<file path="config.mk">
export PLATFORM = sky130hd
export DESIGN_NAME = serial_word_loader
export DESIGN_NICKNAME = d
export VERILOG_FILES = /design/src/rtl/serial_word_loader.sv
export SDC_FILE = /design/constraint.sdc
export NUM_CORES = 1
export LEC_CHECK = 0
export CAP_MARGIN = 20
export CORE_ASPECT_RATIO = 1.5
export CORE_MARGIN = 2
export CORE_UTILIZATION = 35
export DETAILED_ROUTE_END_ITERATION = 7
export SLEW_MARGIN = 25
export SYNTH_ARGS = -nofsm -noshare
export SYNTH_HDL_FRONTEND = slang
export SYNTH_SLANG_ARGS = --single-unit
</file>
<file path="constraint.sdc">
create_clock -name clk -period 2.6 [get_ports clk]
set_clock_uncertainty 0.15 [all_clocks]
set_input_delay 0.52 -clock clk [delete_from_list [all_inputs] [get_ports clk]]
set_output_delay 0.52 -clock clk [all_outputs]
set_load 0.1 [all_outputs]
</file>
<file path="src/rtl/serial_word_loader.sv">
// Serial-to-parallel frame loader: assembles WIDTH framed serial bits into a word and
// issues a one-cycle write strobe to a downstream register when the frame is complete.
module serial_word_loader #(
    parameter int unsigned WIDTH     = 4,
    parameter bit          MSB_FIRST = 1'b1
) (
    input  logic             clk,
    input  logic             rst_n,
    input  logic             s_valid,
    input  logic             s_data,
    input  logic             s_start,
    output logic             s_ready,
    output logic [WIDTH-1:0] word_out,
    output logic             wr_en,
    output logic             busy,
    output logic             frame_err
);

    localparam int unsigned CW = $clog2(WIDTH + 1);

    typedef enum logic [1:0] {StIdle, StShift, StCommit} state_e;

    state_e           state_q;
    logic [CW-1:0]    cnt_q;
    logic [WIDTH-1:0] shift_q;

    logic [WIDTH-1:0] base;
    logic [WIDTH-1:0] shifted;
    logic [CW-1:0]    cnt_next;

    // A start bit always begins from an empty register, so restarts never leak old bits.
    always_comb begin
        base = s_start ? '0 : shift_q;
        if (MSB_FIRST) begin
            shifted = (base << 1) | WIDTH'(s_data);
        end else begin
            shifted = (base >> 1) | (WIDTH'(s_data) << (WIDTH - 1));
        end
        cnt_next = s_start ? CW'(1) : cnt_q + CW'(1);
    end

    assign busy = (state_q != StIdle);

    always_ff @(posedge clk or negedge rst_n) begin
        if (!rst_n) begin
            state_q   <= StIdle;
            cnt_q     <= '0;
            shift_q   <= '0;
            word_out  <= '0;
            wr_en     <= 1'b0;
            frame_err <= 1'b0;
            s_ready   <= 1'b0;
        end else begin
            wr_en     <= 1'b0;
            frame_err <= 1'b0;
            s_ready   <= 1'b1;
            case (state_q)
                StIdle, StShift: begin
                    if (s_valid && s_ready) begin
                        if (!s_start && state_q == StIdle) begin
                            frame_err <= 1'b1;
                        end else begin
                            // A start bit arriving mid-frame aborts the partial frame.
                            if (s_start && state_q == StShift) begin
                                frame_err <= 1'b1;
                            end
                            shift_q <= shifted;
                            cnt_q   <= cnt_next;
                            if (cnt_next == CW'(WIDTH)) begin
                                word_out <= shifted;
                                wr_en    <= 1'b1;
                                s_ready  <= 1'b0;
                                state_q  <= StCommit;
                            end else begin
                                state_q <= StShift;
                            end
                        end
                    end
                end
                StCommit: begin
                    state_q <= StIdle;
                    cnt_q   <= '0;
                end
                default: begin
                    state_q <= StIdle;
                    cnt_q   <= '0;
                end
            endcase
        end
    end

endmodule

</file>
==> results by group <==
Detailed routing
  • Vias: a little under 500
  • Router iterations before antenna repair: 4
  • DRC: 0
  • Vias per cell: 5.20
  • Total wire length: 1250 um
  • Number of DRC markers in iteration 0: 5
  • Post-detailed-route wirelength per cell: about 13 um
  • Detail Route Antenna Nets: 0

Timing
  • Worst rel slew slack: 55.1%
  • RSZ-0062 raised after global routing: false
  • Setup TNS: 0 ps
  • Slew Limit Fails: 0
  • Final worst path period share: 81.2%
  • Worst Tran Pin Value: 671 ps
  • Final WS setup: slightly below 500 ps
  • Final min period: around 2100 ps
  • Setup Viol. Count Final: 0
  • Final hold slack: 357 ps
  • Final hold vios: 0
  • FMAX: roughly 470 MHz

Yosys
  • Seq/Total Area, Yosys: between 50% and 60%
  • Largest family of logic cells by synthesized area: simple AND/OR/NAND/NOR gates
  • Adder-cell share of the synthesized area: under 10%
  • FF+latch count, synth: 15
  • Xor-xnor portion of the synthesized cell area: 2.50%
  • Synth top cells by count: dfrtp_1 (15), mux2_2 (7), nor2_1 (4), nor2b_1 (4)
  • Post-synthesis compound-gate area fraction: under 10%
  • Synth area leaders: dfrtp_1 (54%), mux2_2 (11%), nor2b_1 (3.6%), nor4_4 (3.0%), nand3b_4 (2.9%)
  • Ys async rst share: 100%
  • Synth Warn #: 0
  • Post-synthesis mux area share: between 10% and 20%
  • Top FF cell, synth: dfrtp_1
  • Area share of and/or/nand/nor cells after synthesis: 24.6%
  • Most frequent cell after synthesis: dfrtp_1
  • Largest area contributor in the netlist: dfrtp_1
  • Mean Syn Cell Area: roughly 12 um^2
  • Synth top area share: 53.6%
  • Synthesized Nets: 64
  • Synth unique cells: 23
  • Syn Inst Count: 58
  • EDFF count, synth: 0
  • Mapped cell area: ~700 um^2

Floorplan
  • Site Rows: 19
  • Die ar.: 2380 um^2
  • Overall die width: a little over 40 um
  • Initial Utilization: a little under two fifths
  • Die H: 58.8 um
  • Core box area: between 1500 and 2000 um^2
  • # IOs: 13

Power and ir drop
  • Worst vdd ir: 0.000445 V
  • Power consumption: around 1100 uW
  • Lkg Pwr: 0.000370 uW
  • PwrDens: 1260 nW/um^2

Critical path
  • Bufs and invs on worst path: 0
  • WS Path Type: reg -> reg
  • CP Data Arrival Time: approximately 2100 ps
  • CP max stage cell: dfrtp_1
  • Worst Path Required: 2620 ps
  • Crit. End Element: flip-flop
  • Slowest cell delay on critical path: 430 ps
  • Startpoint Class: flip-flop
  • Crit-path leading delay family: simple AND/OR/NAND/NOR gates
  • Crit-path cells: ha_1 > or3b_4 > nor4_4 > mux2_2
  • CP max FO: 6

GRT
  • Largest net degree at the start of global routing: 16
  • Initial antenna violation count: 0
  • First-pass GRT wire length: slightly above 2000 um
  • Vias in the first global route: 466
  • Total track usage: around 13%
  • Gr ovfl total: 0

Final layout
  • Area Overhead vs Synth: 21.6%
  • Layout cell share with drive strength beyond 1: 34.2%
  • N_diodes: 0
  • Post-Layout Cell Count: 94
  • Layout net count: 80

Clock network
  • CTS tree: yes
  • Clock slew seen by the registers of the worst setup and hold paths: 90 ps
  • CTS sink cnt: 15
  • Post-CTS sizing: 0
  • TritonCTS Buffers: 3
  • Root Driver: clkbuf_4
  • Post-CTS setup buffers: 0
  • H-tree Lvls: 1
  • Worst skew pair latency: 280 ps
  • CTS Hold Bufs: 0
  • CTS Buffer Depth: 2

Placement
  • GPL Wtd Cong: a little under 0.7
  • Port buffer count: 12
  • Inst Count DP: 90
  • Pre-CTS WS: 182 ps
  • Hpwl dp: roughly 940 um

Hold path
  • Hold Path Class: reg -> reg

Flow run
  • Max cap viols: 0

Run status
  • Status: completed
layer usage:
metal	part of all wire (%)	vias up	track usage (%)
li1	-	236	-
met1	43	243	15.8
met2	52	8	19.5
met3	3.3	2	3.40
met4	1.6	0	7.14
met5	0	-	0
per-stage QoR:
stage	instance area (um^2)	util, %
2_1_floorplan	701	-
3_3_place_gp	825	44.5
3_5_place_dp	825	44.5
4_1_cts	852	46.0
5_1_grt	852	46.0
6_report	852	46.0
flip-flops by register name, indices dropped and copies added (netlist names):
register	count
frame_err	1
state_q	2
s_ready	1
wr_en	1
word_out	4
cnt_q	3
shift_q	3
kinds of logic after synthesis:
group | Yosys count
fa+ha+maj | 1
flops | 15
mux | 7
xor+xnor | 2
simple gates | 25
compound gates | 5
buf+inv | 3
area by class of cell:
cell class                      instances  area [um^2]
Fill cell                             190         1000
Inverter                                1         3.75
Timing Repair Buffer                   13          108
Sequential cell                        15          375
Tap cell                               21         26.3
Clock inverter                          1         5.00
Clock buffer                            3         22.5
Multi-Input combinational cell         40          312
placed cells by master, fill, tap and decap left out, types with 3 or more instances in the layout:
cell type	count
buf_4	9
nand2_1	3
mux2_2	7
nor3_1	3
clkbuf_4	3
dfrtp_1	15
clkdlybuf4s50_1	4
nor2b_1	4
nor2_1	4
where the power goes:
part | switching (uW) | internal, uW | total, uW
logic | 392 | 172 | 564
registers | 67.2 | 309 | 376
clock network | 72.9 | 57.0 | 130
worst paths after layout:
path / startpoint / end / slack [ps] / cells past startpoint
worst max-delay path: cnt_q[0] / word_out[3] / 490 / 4
min in group asynchronous: rst_n / word_out[1] / 490 / 1
worst max register to register: cnt_q[0] / word_out[3] / 490 / 4
max in group asynchronous: rst_n / cnt_q[0] / 1380 / 1
worst min-delay path: shift_q[2] / shift_q[2] / 360 / 1
worst min register to register: shift_q[2] / shift_q[2] / 360 / 1
worst register-to-register path, cell delays in order (launching register included):
cell and delay (ps):
dfrtp_1 430, ha_1 330, or3b_4 410, nor4_4 310, mux2_2 390
(Power assumes the default switching activity.)
